$ cat config.mk
export PLATFORM = sky130hd
export DESIGN_NAME = serial_pattern_generator_fsm_flat
export DESIGN_NICKNAME = d
export VERILOG_FILES = /design/src/rtl/serial_pattern_generator_fsm_pkg.sv /design/src/rtl/serial_pattern_generator_fsm_if.sv /design/src/rtl/serial_pattern_generator_fsm_shreg.sv /design/src/rtl/serial_pattern_generator_fsm.sv /design/src/flat_wrapper.sv
export SDC_FILE = /design/constraint.sdc
export NUM_CORES = 1
export LEC_CHECK = 0
export BUFFER_PORTS_ARGS = -buffer_cell sky130_fd_sc_hd__buf_2
export CAP_MARGIN = 5
export CORE_AREA = 10 10 81 83
export DETAILED_ROUTE_END_ITERATION = 8
export DIE_AREA = 0 0 91 93
export RECOVER_POWER = 50
export SYNTH_ARGS = -nofsm -noshare
export SYNTH_HDL_FRONTEND = slang
export SYNTH_SLANG_ARGS = --single-unit
$ cat constraint.sdc
create_clock -name clk -period 3.1 [get_ports clk]
set_input_delay 0.155 -clock clk [delete_from_list [all_inputs] [get_ports clk]]
set_output_delay 0.155 -clock clk [all_outputs]
set_load 0.05 [all_outputs]
$ cat src/rtl/serial_pattern_generator_fsm_pkg.sv
// Shared types and constants for the serial pattern generator.
package serial_pattern_pkg;

  typedef enum logic [1:0] {
    IDLE = 2'd0,
    SEND = 2'd1,
    GAP  = 2'd2,
    DONE = 2'd3
  } state_t;

  // Pattern recognised by the companion "110011" detector.
  localparam logic [5:0] DEFAULT_PATTERN = 6'b110011;

endpackage

$ cat src/rtl/serial_pattern_generator_fsm_if.sv
// Request and serial-stream bundle between a controller and the pattern generator.
interface serial_pattern_generator_fsm_if #(
  parameter int WIDTH = 6,
  parameter int REP_W = 4,
  parameter int GAP_W = 4
);
  logic             start;
  logic             stop;
  logic [WIDTH-1:0] pattern;
  logic [REP_W-1:0] repeat_n;
  logic [GAP_W-1:0] gap;
  logic             a;
  logic             a_valid;
  logic             busy;
  logic             done;

  modport master (
    output start, stop, pattern, repeat_n, gap,
    input  a, a_valid, busy, done
  );

  modport slave (
    input  start, stop, pattern, repeat_n, gap,
    output a, a_valid, busy, done
  );
endinterface

$ cat src/rtl/serial_pattern_generator_fsm_shreg.sv
// Parallel-load, shift-left register exposing its MSB as the serial bit.
module pattern_shift_reg #(
  parameter int WIDTH = 6
) (
  input  logic             clk,
  input  logic             rst,
  input  logic             load,
  input  logic [WIDTH-1:0] load_val,
  input  logic             shift,
  output logic             msb
);
  logic [WIDTH-1:0] shreg;

  always_ff @(posedge clk or posedge rst) begin
    if (rst) begin
      shreg <= '0;
    end else if (load) begin
      shreg <= load_val;
    end else if (shift) begin
      shreg <= {shreg[WIDTH-2:0], 1'b0};
    end
  end

  assign msb = shreg[WIDTH-1];
endmodule

$ cat src/rtl/serial_pattern_generator_fsm.sv
// Emits a captured pattern MSB-first, repeated N times with an optional idle gap.
module serial_pattern_generator_fsm
  import serial_pattern_pkg::*;
#(
  parameter int WIDTH = 6,
  parameter int REP_W = 4,
  parameter int GAP_W = 4
) (
  input  logic                           clk,
  input  logic                           rst,
  serial_pattern_generator_fsm_if.slave  bus
);
  localparam int BW = (WIDTH > 1) ? $clog2(WIDTH) : 1;
  localparam logic [BW-1:0] BIT_LAST = BW'(WIDTH - 1);

  state_t           state, state_nx;
  logic [BW-1:0]    bit_cnt;
  logic [REP_W-1:0] rep_cnt;
  logic [GAP_W-1:0] gap_cnt, gap_q;
  logic [WIDTH-1:0] pat_q;

  logic             accept, abort, last_bit, last_rep, gap_end;
  logic             load, shift, msb;
  logic [WIDTH-1:0] load_val;

  assign accept   = (state == IDLE) && bus.start && !bus.stop;
  assign abort    = bus.stop && ((state == SEND) || (state == GAP));
  assign last_bit = (state == SEND) && (bit_cnt == '0);
  assign last_rep = (rep_cnt == REP_W'(1));
  assign gap_end  = (state == GAP) && (gap_cnt == '0);

  // Shift register is reloaded at every repetition boundary so back-to-back
  // repetitions need no bubble cycle.
  always_comb begin
    load     = 1'b0;
    shift    = 1'b0;
    load_val = pat_q;
    if (accept) begin
      load     = 1'b1;
      load_val = bus.pattern;
    end else if (!abort) begin
      if (state == SEND) begin
        if (last_bit && !last_rep && (gap_q == '0)) load = 1'b1;
        else                                        shift = 1'b1;
      end
      if (gap_end) load = 1'b1;
    end
  end

  always_comb begin
    state_nx = state;
    unique case (state)
      IDLE: if (accept) state_nx = SEND;
      SEND: begin
        if (bus.stop)                           state_nx = IDLE;
        else if (last_bit && last_rep)          state_nx = DONE;
        else if (last_bit && (gap_q != '0))     state_nx = GAP;
      end
      GAP: begin
        if (bus.stop)    state_nx = IDLE;
        else if (gap_end) state_nx = SEND;
      end
      DONE:    state_nx = IDLE;
      default: state_nx = IDLE;
    endcase
  end

  always_ff @(posedge clk or posedge rst) begin
    if (rst) begin
      state   <= IDLE;
      bit_cnt <= '0;
      rep_cnt <= '0;
      gap_cnt <= '0;
      gap_q   <= '0;
      pat_q   <= '0;
    end else begin
      state <= state_nx;
      unique case (state)
        IDLE: if (accept) begin
          pat_q   <= bus.pattern;
          rep_cnt <= (bus.repeat_n == '0) ? REP_W'(1) : bus.repeat_n;
          gap_q   <= bus.gap;
          bit_cnt <= BIT_LAST;
        end
        SEND: if (!bus.stop) begin
          if (bit_cnt != '0) begin
            bit_cnt <= bit_cnt - 1'b1;
          end else if (!last_rep) begin
            if (gap_q != '0) begin
              gap_cnt <= gap_q - 1'b1;
            end else begin
              bit_cnt <= BIT_LAST;
              rep_cnt <= rep_cnt - 1'b1;
            end
          end
        end
        GAP: if (!bus.stop) begin
          if (gap_cnt != '0) begin
            gap_cnt <= gap_cnt - 1'b1;
          end else begin
            bit_cnt <= BIT_LAST;
            rep_cnt <= rep_cnt - 1'b1;
          end
        end
        default: ;
      endcase
    end
  end

  pattern_shift_reg #(.WIDTH(WIDTH)) u_shreg (
    .clk      (clk),
    .rst      (rst),
    .load     (load),
    .load_val (load_val),
    .shift    (shift),
    .msb      (msb)
  );

  assign bus.a_valid = (state == SEND);
  assign bus.a       = (state == SEND) && msb;
  assign bus.busy    = (state != IDLE);
  assign bus.done    = (state == DONE);
endmodule

$ cat src/flat_wrapper.sv
// flat-port wrapper written by rule: the top's interface ports become plain ports
module serial_pattern_generator_fsm_flat import serial_pattern_pkg::*;
#(
  parameter int WIDTH = 6,
  parameter int REP_W = 4,
  parameter int GAP_W = 4
)
  (clk, rst, bus_start, bus_stop, bus_pattern, bus_repeat_n, bus_gap, bus_a, bus_a_valid, bus_busy, bus_done);
  serial_pattern_generator_fsm_if #(.WIDTH(WIDTH), .REP_W(REP_W), .GAP_W(GAP_W)) bus_i ();
  input  logic clk;
  input  logic rst;
  input wire logic [$bits(bus_i.start)-1:0] bus_start;
  input wire logic [$bits(bus_i.stop)-1:0] bus_stop;
  input wire logic [$bits(bus_i.pattern)-1:0] bus_pattern;
  input wire logic [$bits(bus_i.repeat_n)-1:0] bus_repeat_n;
  input wire logic [$bits(bus_i.gap)-1:0] bus_gap;
  output wire logic [$bits(bus_i.a)-1:0] bus_a;
  output wire logic [$bits(bus_i.a_valid)-1:0] bus_a_valid;
  output wire logic [$bits(bus_i.busy)-1:0] bus_busy;
  output wire logic [$bits(bus_i.done)-1:0] bus_done;
  assign bus_i.start = bus_start;
  assign bus_i.stop = bus_stop;
  assign bus_i.pattern = bus_pattern;
  assign bus_i.repeat_n = bus_repeat_n;
  assign bus_i.gap = bus_gap;
  assign bus_a = bus_i.a;
  assign bus_a_valid = bus_i.a_valid;
  assign bus_busy = bus_i.busy;
  assign bus_done = bus_i.done;
  serial_pattern_generator_fsm #(.WIDTH(WIDTH), .REP_W(REP_W), .GAP_W(GAP_W)) u_core (.clk(clk), .rst(rst), .bus(bus_i));
endmodule
* Word level (Yosys, flattened, before mapping)
Index checks and enable logic that the tools add are counted.
** Storage, ports and cells
- Register bits after elaboration :: 29
- Bits in latches :: 0
- Memory bits (writable) :: 0
- Memory bits (read-only) :: 0
- Input bits :: 18
- Memories kept :: 0
** Operators by class
- Add/subtract/negate cells :: 4
- Multipliers :: 0
- Div/mod/pow operators :: 0
- $lt $le $gt $ge :: 0
- Eq/ne operators :: 17
- Shifts and indexed selects :: 0
- Mux-type cells :: 43
- Bitwise logic cells :: 0
- Reductions and logical operators :: 30
** Operators with widths (count)
- $mux W4 :: 14
- $mux W3 :: 7
- $mux W6 :: 3
- $ne A2 B2 Y1 const B :: 7
- $reduce_and A7 Y1 :: 2
- $logic_not A4 Y1 :: 3
- $mux W2 :: 6
- $pmux W4 S3 :: 1
- $sub A4 B1 Y4 const B :: 3
- $logic_and A1 B1 Y1 :: 10
- $mux W1 :: 9
- $pmux W3 S3 :: 1
- $pmux W2 S4 :: 1
- $pmux W4 S2 :: 1
- $reduce_and A8 Y1 :: 1
- $reduce_bool A4 Y1 :: 2
- $ne A3 B3 Y1 const B :: 2
- $reduce_bool A2 Y1 :: 3
- $reduce_bool A3 Y1 :: 2
- $eq A2 B2 Y1 const B :: 2
- $eq A4 B1 Y1 const B :: 1
- $ne A2 B1 Y1 const B :: 2
- $ne A4 B2 Y1 const B :: 1
- $logic_not A3 Y1 :: 1
- 8 further kinds :: 9

* Longest topological paths before layout
Gate-level depths: netlist (run 1).
- Word-level depth :: 10
- Mapped depth :: 9
- Depth with buffers taken out :: 7

* Modules after synthesis
A second synthesis (run 1) with hierarchy kept.
** Unflattened totals
- Cell total of the unflattened synthesis :: 180
- Area total of the unflattened synthesis :: 1806.7 µm²
** Modules (own cells, without submodules)
- serial_pattern_generator_fsm :: instances 1, cells each 153, area an instance 1527.7 µm², seq. area each 575.6 µm²
- pattern_shift_reg :: instances 1, cells each 27, area an instance 279.0 µm², seq. area each 150.1 µm²

* Least setup slack after synthesis (run 1)
No wires, ideal clock.
- Kind :: register to register
- From :: register u_core.state[1]
- To :: register u_core.u_shreg.shreg[0]
- Library setup time :: 0.125 ns
- Arrival :: 2.182 ns
- Required time :: 2.975 ns
- Path slack :: 0.793 ns
- Stages on the path, launching flop included :: 7
- Buffers on the path :: 0
- Clock period less this slack :: 2.307 ns
- Cells stage by stage :: dfrtp_1 -> inv_1 -> ha_1 -> nor4b_2 -> nand2_1 -> a32oi_4 -> mux2_2
** Between the ends
- Word-level cells in the longest chain between the ends :: 10
** RTL lines
- start: declaration :: RTL line serial_pattern_generator_fsm.sv:16 : state_t state, state_nx;
- start signal: assignment :: RTL line serial_pattern_generator_fsm.sv:77 : state <= state_nx;
- $eq A2 B1 Y1 (*)
- net bus_a_valid :: RTL line flat_wrapper.sv:18 : output wire logic [$bits(bus_i.a_valid)-1:0] bus_a_valid;
- $logic_and A1 B1 Y1 :: RTL line serial_pattern_generator_fsm.sv:28 : assign last_bit = (state == SEND) && (bit_cnt == '0);
- $logic_and A1 B1 Y1 (2 in series) :: RTL line serial_pattern_generator_fsm.sv:43 : if (last_bit && !last_rep && (gap_q == '0)) load = 1'b1;
- $mux W1 :: RTL line serial_pattern_generator_fsm.sv:43
- $mux W1 :: RTL line serial_pattern_generator_fsm.sv:42 : if (state == SEND) begin
- $mux W1 :: RTL line serial_pattern_generator_fsm.sv:46 : if (gap_end) load = 1'b1;
- $mux W1 :: RTL line serial_pattern_generator_fsm.sv:41 : end else if (!abort) begin
- $mux W1 :: RTL line serial_pattern_generator_fsm.sv:38 : if (accept) begin
- $mux W6 / $reduce_bool A2 Y1 (equally long branches)
- end signal: assignment :: RTL line serial_pattern_generator_fsm_shreg.sv:18 : shreg <= load_val;
- end signal: assignment :: RTL line serial_pattern_generator_fsm_shreg.sv:20 : shreg <= {shreg[WIDTH-2:0], 1'b0};
- end: declaration :: RTL line serial_pattern_generator_fsm_shreg.sv:12 : logic [WIDTH-1:0] shreg;
The timed path passes the listed nets; every way through them passes the cells marked *.
A chain may end at the register's enable or synchronous reset.

* Worst setup path after layout (run 1)
- From :: register u_core.state[1]
- To :: register u_core.u_shreg.shreg[3]
** Between the ends
- Word-level cells in the longest chain between the ends :: 10
** RTL lines (RTL line)
- $eq A2 B1 Y1 :: serial_pattern_generator_fsm.sv:27, serial_pattern_generator_fsm.sv:28, serial_pattern_generator_fsm.sv:42
- $logic_and A1 B1 Y1 :: serial_pattern_generator_fsm.sv:28
- $logic_and A1 B1 Y1 (2 in series) :: serial_pattern_generator_fsm.sv:43
- $mux W1 :: serial_pattern_generator_fsm.sv:43
- $mux W1 :: serial_pattern_generator_fsm.sv:42
- $mux W1 :: serial_pattern_generator_fsm.sv:46
- $mux W1 :: serial_pattern_generator_fsm.sv:41
- $mux W1 :: serial_pattern_generator_fsm.sv:38
- $mux W6 / $reduce_bool A2 Y1 (equally long branches)
Parallel ways exist; a longest one is shown, timed or not.

==> impl_metrics.csv, run 1 <==
group,metric,value,unit
grt,use_met3,2.478,%
critical_path,crit_type,"reg -> reg",
timing,setup_viol,0,
run,drv_cap,0,
clock_tree,cts_hold_buf,0,
yosys,synth-seq-cells,29,
clock_tree,clkLatencyLatePin,0.29,ns
yosys,yosysTopAreaCell,"dfrtp_1",
floorplan,die_x,91,um
yosys,synth_fp_nets,187,
clock_tree,clock_sinks,29,
grt,grtUsageTotal,8.504,%
layout,antenna_cells,0,
clock_tree,clk_pin_slew_worst_paths,0.07,ns
grt,busiest_layer,"met2",
timing,rsz0062_at_grt,"false",
yosys,synth_commonest_cells,"29 x dfrtp_1, 16 x nand2_1, 15 x mux2_2, 10 x inv_1",
clock_tree,cts.path.max_buffers,2,
grt,grt_overflow,0,
yosys,yosysMostFrequentCell,"dfrtp_1",
placement,gp_congestion,0.7114,
layout,stdcell_count,254,
yosys,seq_area_frac_synth,43.22,%
critical_path,worstPathRequired,3.27,ns
layout,fin_nets,209,
floorplan,rows,26,
grt,grt.met2_usage,12.41,%
layout,register_area,725.7,um^2
critical_path,crit_slowest_cell,"nor4b_2",
power_and_ir_drop,leakagePower,0.8490,nW
grt,grt_use_met1,11.17,%
clock_tree,cts-buffers-inserted,5,
power_and_ir_drop,ir_worst_vdd,0.4300,mV
timing,tns,0,ns
clock_tree,cts_tree,"built",
yosys,synth_ff_type,"dfrtp_1",
floorplan,die_y,93,um
detailed_routing,ant_nets,0,
yosys,synthesis.area,0.001679,mm^2
detailed_routing,via_count,1232,
power_and_ir_drop,finalPower,0.002065,W
placement,io_buffers,21,
grt,grt_pass1_vias,1282,
yosys,synthDistinctLibCells,46,
critical_path,critPathTopFamily,"simple AND/OR/NAND/NOR gates",
floorplan,die-area,0.008463,mm^2
critical_path,worstSetupEndpointType,"flip-flop",
yosys,synthCells,161,
detailed_routing,avgRoutedWirePerCell,13.21,um
outcome,status,"complete, no violations",
layout,nFillCells,508,
timing,finalHoldViolCount,0,
detailed_routing,first_pass_iters,4,
clock_tree,htreeDepth,2,
yosys,synth_area_leaders,"dfrtp_1 43%, mux2_2 10%, ha_1 6.0%, nand2_1 3.6%, a22o_1 2.6%",
yosys,ys_warn_count,0,
detailed_routing,drt-vias-per-instance,4.850,
critical_path,crit_chain,"inv_1, ha_1, nor4b_2, nand2_1, a32oi_4, mux2_2",
timing,worstMarginPinSlew,0.7978,ns
clock_tree,cts_root_buf,"clkbuf_8",
clock_tree,post-cts-setup-buffers,0,
timing,slew_headroom,46.75,%
critical_path,path_max_fanout,12,
power_and_ir_drop,powerDensity,1051,mW/mm^2
critical_path,cp_data_arrival_time,2.54,ns
yosys,synth_edf_count,0,
floorplan,start_util,33.52,%
hold_path,hp-class,"in -> async",
grt,grt_first_pass_wirelength,5954,um
critical_path,worst-path-buf-inv,1,
critical_path,startpoint_type,"flip-flop",
timing,final.period_utilization,76.24,%
critical_path,max_stage_delay,0.45,ns
layout,drive_gt1_share,26.09,%
timing,fmax,0.4231,GHz
yosys,synthArstFlopShare,100.0,%
clock_tree,cts_resized,0,
yosys,synth_top_area_share,43.22,%
detailed_routing,drc,0,
grt,grt_antenna_before_repair,0,
layout,multi_input_area,883.3,um^2
layout,syn2layout_area_growth,16.99,%
detailed_routing,drt_iter0_markers,70,
timing,period_minus_slack,2.363,ns
floorplan,coreArea,0.005010,mm^2
yosys,syn_area_per_cell,10.43,um^2
detailed_routing,routed_wirelength,3355,um
timing,fin_skew,0.006304,ns
floorplan,ios,22,
placement,hpwl,2495,um
placement,dp.cells,246,
grt,grt_max_degree,22,
timing,finalMaxSlewViolations,0,
[worst paths after layout]
kind / cells after the start / slack [ns] / end / from
worst max-delay path: 6 / 0.74 / u_core.u_shreg.shreg[3] / u_core.state[1]
worst min-delay path: 2 / 0.006 / u_core.rep_cnt[0] / rst
worst max register to register: 6 / 0.74 / u_core.u_shreg.shreg[3] / u_core.state[1]
worst min register to register: 1 / 0.49 / u_core.pat_q[0] / u_core.pat_q[0]
max in group asynchronous: 3 / 2.20 / u_core.gap_cnt[2] / rst
min in group clk: 2 / 0.10 / u_core.gap_q[0] / bus_gap[0]
[cells by family (layout without fill, tap and decap cells)]
| kind of cell | Yosys count | after routing | share of synthesized area, % |
|---|---|---|---|
| DFF | 29 | 29 | 43.22 |
| xor gates and xnor gates | 1 | 1 | 0.5217 |
| adders and majority gates | 8 | 8 | 5.961 |
| buffers and inverters | 18 | 41 | 4.173 |
| and+or+nand+nor | 45 | 45 | 15.13 |
| AOI/OAI and AO/OA | 38 | 38 | 16.54 |
| muxes | 22 | 22 | 14.46 |
[registers in the layout, indices dropped and copies added (netlist names)]
signal and cells:
u_core.u_shreg.shreg 6, u_core.pat_q 6, u_core.gap_cnt 4, u_core.state 2, u_core.gap_q 4, u_core.bit_cnt 3, u_core.rep_cnt 4
[metal layers]
metal  vias up  wire, um
li1        626         -
met5         -         0
met3         7       114
met1       577      1769
met4         0        53
met2        22      1417
[layout make-up]
type | count | share of cell area (%)
multi-input cells | 114 | 44.97
flip-flops and latches | 29 | 36.94
repair buffers | 22 | 5.414
well taps | 70 | 4.459
clock buffers | 6 | 4.204
inverters | 11 | 2.102
clock inverters | 2 | 1.911
[worst reg2reg max path: cells and delay by family (launching register included)]
kind                     cells  cell delay [ns]
AND/OR/NAND/NOR              2             0.61
multiplexers                 1             0.37
buffers and inverters        1             0.11
AO/OA/AOI/OAI                1             0.37
adder cells (fa/ha/maj)      1             0.38
flip-flops                   1             0.41
[report_power, final]
group / internal [W] / switching [W]
logic: 0.000423 / 0.000526
clock network: 0.000261 / 0.000153
registers: 0.000560 / 0.000142
[cell usage in the layout (no fill, tap or decap), types with 2 or more instances in the layout]
cell / count
buf_2: 19
o22ai_1: 2
a22o_1: 5
dfrtp_1: 29
clkbuf_1: 3
o21ai_0: 4
nor4_1: 2
nand3_1: 3
and2_1: 2
nand4_1: 2
ha_1: 8
nand2_1: 16
nor2_1: 6
mux2_2: 15
nand2b_1: 2
mux2i_1: 4
clkbuf_8: 6
a21oi_1: 8
o31ai_1: 3
mux2_1: 3
o21ai_1: 4
inv_1: 10
a211o_1: 2
[per-stage QoR]
stage	hold slack [ns]	instance area [um^2]	setup WS [ns]	utilization [%]
floorplan	0.2331	1679	0.7935	-
global placement	0.3492	1851	0.7790	36.94
detailed placement	0.3560	1851	0.7452	36.94
CTS	0.04195	1971	0.7394	39.34
global route	0.08239	1964	0.5609	39.21
finish	0.006193	1964	0.7365	39.21
No activity file was read; power rests on OpenSTA's default activity.
==> inputs of run 2 (changes only) <==
--- a/config.mk
+++ b/config.mk
@@ -5,11 +5,12 @@
 export SDC_FILE = /design/constraint.sdc
 export NUM_CORES = 1
 export LEC_CHECK = 0
+export ABC_AREA = 1
 export BUFFER_PORTS_ARGS = -buffer_cell sky130_fd_sc_hd__buf_2
 export CAP_MARGIN = 5
-export CORE_AREA = 10 10 81 83
+export CORE_AREA = 10 10 84 86
 export DETAILED_ROUTE_END_ITERATION = 8
-export DIE_AREA = 0 0 91 93
+export DIE_AREA = 0 0 94 96
 export RECOVER_POWER = 50
 export SYNTH_ARGS = -nofsm -noshare
 export SYNTH_HDL_FRONTEND = slang
==> constraint.sdc (replaced) <==
create_clock -name clk -period 2.35 [get_ports clk]
set_input_delay 0.1175 -clock clk [delete_from_list [all_inputs] [get_ports clk]]
set_output_delay 0.1175 -clock clk [all_outputs]
set_load 0.05 [all_outputs]
==> run 2 against run 1 <==
The run now ends with max-capacitance violations, max-slew violations left. Via count rose by 24%. First-iteration DRC count rose by 41%. Power grew 37%. Wire length is 12% higher. Register-to-register slack got worse by 0.32 ns. Synthesized cell count increased by 53%.
==> impl_metrics.csv, run 2 <==
group,metric,value,unit
timing,worstMarginPinSlew,1.551,ns
outcome,status,"finished, violations left",
critical_path,r2r-start,"u_core.state[1]",
timing,holdWs,0.06583,ns
hold_path,hp-class,"in -> reg",
yosys,synthArstFlopShare,100.0,%
yosys,synth_ff_type,"dfrtp_1",
layout,fin_nets,298,
yosys,synthesis.area,0.001824,mm^2
layout,reg_top3,"u_core.pat_q (6), u_core.u_shreg.shreg (6)",
detailed_routing,first_pass_iters,4,
critical_path,cp_data_arrival_time,2.10,ns
yosys,syn_area_per_cell,7.386,um^2
layout,stdcell_count,345,
yosys,synth_xor_area_share,0.4801,%
grt,grt_max_degree,30,
yosys,synth_fp_nets,273,
floorplan,start_util,33.75,%
yosys,synth_fa_ha_area_share,5.487,%
layout,antenna_cells,0,
clock_tree,clk_pin_slew_worst_paths,0.07,ns
timing,fmax,0.5179,GHz
detailed_routing,drt-vias-per-instance,4.414,
floorplan,coreArea,0.005405,mm^2
critical_path,crit_type,"reg -> reg",
timing,tns,0,ns
timing,finalHoldViolCount,0,
timing,slew_headroom,-3.424,%
detailed_routing,via_count,1523,
yosys,synth_top_area_share,39.78,%
floorplan,die-area,0.009024,mm^2
hold_path,worstHoldStart,"bus_gap[3]",
floorplan,die_x,94,um
clock_tree,htreeDepth,2,
floorplan,ios,22,
yosys,synth_top_family_by_area,"simple AND/OR/NAND/NOR gates",
yosys,synthCells,247,
clock_tree,cts_tree,"built",
floorplan,rows,27,
detailed_routing,drt_iter0_markers,99,
power_and_ir_drop,ir_worst_vdd,0.5630,mV
clock_tree,cts.path.max_buffers,2,
yosys,yosysTopAreaCell,"dfrtp_1",
power_and_ir_drop,powerDensity,1357,mW/mm^2
yosys,synth_compound_area_share,9.671,%
clock_tree,clkLatencyLatePin,0.28,ns
yosys,synth_mux_area_share,1.852,%
grt,grt_first_pass_wirelength,6548,um
critical_path,worstSetupEndpointType,"flip-flop",
grt,grt_antenna_before_repair,0,
yosys,synth_edf_count,0,
grt,grtUsageTotal,9.028,%
run,drv_cap,1,
layout,layout_commonest_cell,"nand2_1",
timing,fin_skew,0.004421,ns
yosys,synth_area_leaders,"dfrtp_1 40%, nand2_1 16%, nand3_1 7.7%, inv_1 6.8%, ha_1 5.5%",
yosys,seq_area_frac_synth,39.78,%
floorplan,die_y,96,um
clock_tree,cts_root_buf,"clkbuf_8",
critical_path,path_max_fanout,10,
clock_tree,clock_sinks,29,
timing,final.period_utilization,82.17,%
clock_tree,cts-buffers-inserted,5,
layout,drive_gt1_share,16.48,%
placement,gp_congestion,0.8413,
detailed_routing,ant_nets,0,
timing,finalMaxSlewViolations,30,
power_and_ir_drop,leakagePower,1.140,nW
placement,io_buffers,21,
clock_tree,post-cts-setup-buffers,0,
grt,grt_overflow,0,
critical_path,worstPathRequired,2.52,ns
detailed_routing,avgRoutedWirePerCell,10.90,um
timing,rsz0062_at_grt,"false",
grt,grt_pass1_vias,1474,
detailed_routing,routed_wirelength,3760,um
critical_path,startpoint_type,"flip-flop",
timing,period_minus_slack,1.931,ns
outcome,violations,"max-capacitance violations, max-slew violations",
layout,register_area,725.7,um^2
yosys,synth-simple-area-share,33.06,%
yosys,ys_warn_count,0,
critical_path,critPathLaunch,"u_core.state[1]",
layout,nFillCells,597,
yosys,synth-seq-cells,29,
yosys,synthDistinctLibCells,25,
detailed_routing,drc,0,
yosys,synth_commonest_cells,"80 x nand2_1, 33 x inv_1, 29 x dfrtp_1, 28 x nand3_1, 18 x o21ai_0",
placement,hpwl,2932,um
layout,multi_input_area,922.1,um^2
yosys,yosysMostFrequentCell,"nand2_1",
timing,setup_viol,0,
placement,dp.cells,336,
hold_path,hold_depth,2,
critical_path,r2r_cells,7,
layout,syn2layout_area_growth,13.85,%
layout,layout_common_cells,"80 x nand2_1, 33 x inv_1, 29 x dfrtp_1",
run 2: through the flow:
stage	power (W)	util, %	area (um^2)	setup WS [ns]
after floorplan	0.002149	-	1824	0.3606
after global placement	0.002413	36.74	1986	0.5366
after detailed placement	0.002438	36.74	1986	0.4500
after CTS	0.002855	38.52	2082	0.4287
after global routing	0.003157	38.43	2077	0.1306
final	0.002819	38.43	2077	0.4191
run 2: layer usage:
metal	share of wire [%]	global-route usage (%)	up-vias
li1	-	-	833
met3	4.6	3.113	5
met1	50	11.61	665
met2	43	13.65	20
met5	0	0	-
met4	1.8	3.418	0
run 2: area by class of cell:
type,instances,area share (%)
Clock inverter,3,0.8434
Timing Repair Buffer,23,5.663
Clock buffer,5,3.313
Multi-Input combinational cell,177,44.40
Inverter,36,6.506
Sequential cell,29,34.94
Tap cell,72,4.337
run 2: worst max-delay path, cell delays in order (launching register included):
cell and delay (ns):
dfrtp_1 0.41, inv_1 0.11, ha_1 0.39, inv_2 0.12, a21oi_1 0.36, nand2_1 0.23
nand3_1 0.13, nand2_1 0.06
run 2: cells by family after synthesis:
family / Yosys count
AND/OR/NAND/NOR: 131
multiplexers: 3
adder cells (fa/ha/maj): 8
flip-flops: 29
AO/OA/AOI/OAI: 34
XOR/XNOR: 1
buffers and inverters: 41
run 2: final timing paths:
| kind | to | slack [ns] |
|---|---|---|
| min in group asynchronous | u_core.gap_q[3] | 0.91 |
| worst min register to register | u_core.rep_cnt[1] | 0.47 |
| worst max-delay path | u_core.u_shreg.shreg[5] | 0.42 |
| worst min-delay path | u_core.gap_q[3] | 0.07 |
| max in group asynchronous | u_core.bit_cnt[1] | 0.54 |
| worst max register to register | u_core.u_shreg.shreg[5] | 0.42 |
run 2: repair_timing:
action,4_1_cts,5_1_grt
setup endpoints to repair,0,0
resized for setup,0,0
hold buffers,1,0
endpoints found under the hold margin,29,0
run 2: report_power, final:
group,internal (W),switching [W],leakage (nW)
Clock,0.000204,0.000199,0.0439
Sequential,0.000741,0.000160,0.349
Combinational,0.000516,0.00100,0.747
==> inputs of run 3 (changes only) <==
--- a/config.mk
+++ b/config.mk
@@ -5,12 +5,12 @@
 export SDC_FILE = /design/constraint.sdc
 export NUM_CORES = 1
 export LEC_CHECK = 0
-export ABC_AREA = 1
+export ABC_AREA = 0
 export BUFFER_PORTS_ARGS = -buffer_cell sky130_fd_sc_hd__buf_2
 export CAP_MARGIN = 5
-export CORE_AREA = 10 10 84 86
+export CORE_AREA = 10 10 81 83
 export DETAILED_ROUTE_END_ITERATION = 8
-export DIE_AREA = 0 0 94 96
+export DIE_AREA = 0 0 91 93
 export RECOVER_POWER = 50
 export SYNTH_ARGS = -nofsm -noshare
 export SYNTH_HDL_FRONTEND = slang
==> constraint.sdc (replaced) <==
create_clock -name clk -period 2 [get_ports clk]
set_input_delay 0.1 -clock clk [delete_from_list [all_inputs] [get_ports clk]]
set_output_delay 0.1 -clock clk [all_outputs]
set_load 0.05 [all_outputs]
==> run 3 against run 2 <==
The flow now finishes without violations. Global-route usage grew 0.26 points. Combinational power increased by 24%. Flip-flop and latch count is the same. Critical path type unchanged.
==> impl_metrics.csv, run 3 (same netlist as run 1, synthesis figures left out) <==
group,metric,value,unit
layout,layout_commonest_cell,"dfrtp_1",
timing,fin_skew,0.005911,ns
critical_path,r2r-start,"u_core.gap_q[0]",
detailed_routing,avgRoutedWirePerCell,13.03,um
placement,place_area,0.002049,mm^2
timing,finalHoldViolCount,0,
critical_path,reg2reg_to,"u_core.u_shreg.shreg[4]",
grt,grt_max_degree,30,
clock_tree,post-cts-setup-buffers,0,
timing,setup_viol,0,
timing,final.period_utilization,95.71,%
clock_tree,cts_root_buf,"clkbuf_8",
timing,fmax,0.5224,GHz
critical_path,path_max_fanout,5,
floorplan,die_y,93,um
layout,drive_gt1_share,38.65,%
floorplan,start_util,33.52,%
critical_path,crit_type,"reg -> reg",
timing,tns,0,ns
grt,grt_first_pass_wirelength,6610,um
clock_tree,clk_pin_slew_worst_paths,0.06,ns
grt,grtUsageTotal,9.284,%
clock_tree,clkLatencyLatePin,0.28,ns
detailed_routing,ant_nets,0,
layout,design_area,0.002172,mm^2
detailed_routing,routed_wirelength,3608,um
outcome,status,"complete, no violations",
timing,period_minus_slack,1.914,ns
grt,grt_overflow,0,
hold_path,hold_end,"u_core.gap_q[2]",
grt,grt_antenna_before_repair,0,
floorplan,die-area,0.008463,mm^2
timing,finalMaxSlewViolations,0,
floorplan,coreArea,0.005010,mm^2
clock_tree,cts_tree,"built",
floorplan,rows,26,
critical_path,r2r_slack,0.09,ns
detailed_routing,via_count,1331,
clock_tree,clock_sinks,29,
hold_path,hp-class,"in -> reg",
clock_tree,cts.path.max_buffers,2,
layout,syn2layout_area_growth,29.36,%
critical_path,worstSetupEndpointType,"flip-flop",
hold_path,hold_depth,2,
placement,io_buffers,21,
placement,pre_cts_ws,0.04016,ns
timing,finalWorstSetupSlack,0.08580,ns
layout,reg_top3,"u_core.pat_q (6), u_core.u_shreg.shreg (6)",
timing,slew_headroom,50.79,%
layout,fin_nets,232,
clock_tree,cts-buffers-inserted,5,
detailed_routing,drt-vias-per-instance,4.805,
critical_path,startpoint_type,"flip-flop",
critical_path,worstPathRequired,2.16,ns
layout,antenna_cells,0,
timing,worstMarginPinSlew,0.7382,ns
layout,final_util,43.36,%
power_and_ir_drop,powerDensity,1591,mW/mm^2
floorplan,ios,22,
detailed_routing,first_pass_iters,4,
grt,grt_pass1_vias,1465,
placement,hpwl,2786,um
placement,gp_congestion,0.8138,
detailed_routing,drt_iter0_markers,72,
power_and_ir_drop,finalPower,0.003455,W
clock_tree,htreeDepth,2,
hold_path,worstHoldStart,"bus_gap[2]",
critical_path,r2r_cells,7,
critical_path,cp_data_arrival_time,2.07,ns
timing,rsz0062_at_grt,"true",
power_and_ir_drop,leakagePower,0.9810,nW
floorplan,die_x,91,um
detailed_routing,drc,0,
layout,layout_common_cells,"29 x dfrtp_1, 21 x buf_2, 21 x buf_4",
power_and_ir_drop,ir_worst_vdd,0.8863,mV
run,drv_cap,0,
-- run 3: changes by cell type in the layout (fill, tap and decap cells not counted), moves of 5 or more --
cell / before / now
buf_4: 0 / 21
mux2_2: 3 / 15
inv_1: 33 / 9
a22o_1: 0 / 5
o21ai_0: 18 / 3
nand3_1: 28 / 3
nand2_1: 80 / 16
-- run 3: what timing repair did --
item                       CTS  global route
hold buffers                 1             0
hold endpoints to repair    29             0
gates resized for setup      0             7
setup endpoints to repair    0            10
-- run 3: power breakdown --
group | switching, W | total (W) | internal, W
clock | 0.000214 | 0.000525 | 0.000310
combinational | 0.000939 | 0.00188 | 0.000944
sequential | 0.000179 | 0.00105 | 0.000868
total | 0.00133 | 0.00346 | 0.00212
-- run 3: worst max-delay path: stages, from the launching register on --
cell and delay, ns:
dfrtp_1 0.37, or4_4 0.56, nor2_4 0.10, buf_4 0.11
a21oi_1 0.06, buf_4 0.15, a22o_1 0.18, mux2_2 0.26
-- run 3: per-stage QoR --
stage / hold slack (ns) / std cells
final: 0.05606 / 277
after global routing: 0.05152 / 277
after CTS: 0.04182 / 277
after detailed placement: 0.1966 / 268
after global placement: 0.1898 / 268
after floorplan: 0.1781 / 161
-- run 3: how the worst max path moves through the flow --
stage,depth (start not counted),slack [ns],from,end
after floorplan,8,-0.01,u_core.state[0],u_core.gap_cnt[3]
after global placement,5,0.05,u_core.gap_q[0],u_core.u_shreg.shreg[5]
after detailed placement,5,0.04,u_core.gap_q[0],u_core.u_shreg.shreg[4]
after CTS,5,0.02,u_core.gap_q[0],u_core.u_shreg.shreg[4]
after global routing,5,-0.02,u_core.gap_q[0],u_core.u_shreg.shreg[3]
final,7,0.09,u_core.gap_q[0],u_core.u_shreg.shreg[4]
-- run 3: final cells by class --
class                      instances  area (um^2)
clock inverter                     1        5.005
clock buffer                       7        96.34
multi-input combinational        114        918.4
fill                             508         2838
timing repair buffer              45        297.8
inverter                          11        41.29
tap                               70        87.58
sequential                        29        725.7
-- run 3: per-layer routing --
layer	GRT usage [%]	part of all wire, %
met3	3.118	4.4
met4	2.742	1.0
met1	11.43	48
met2	15.10	47
met5	0	0
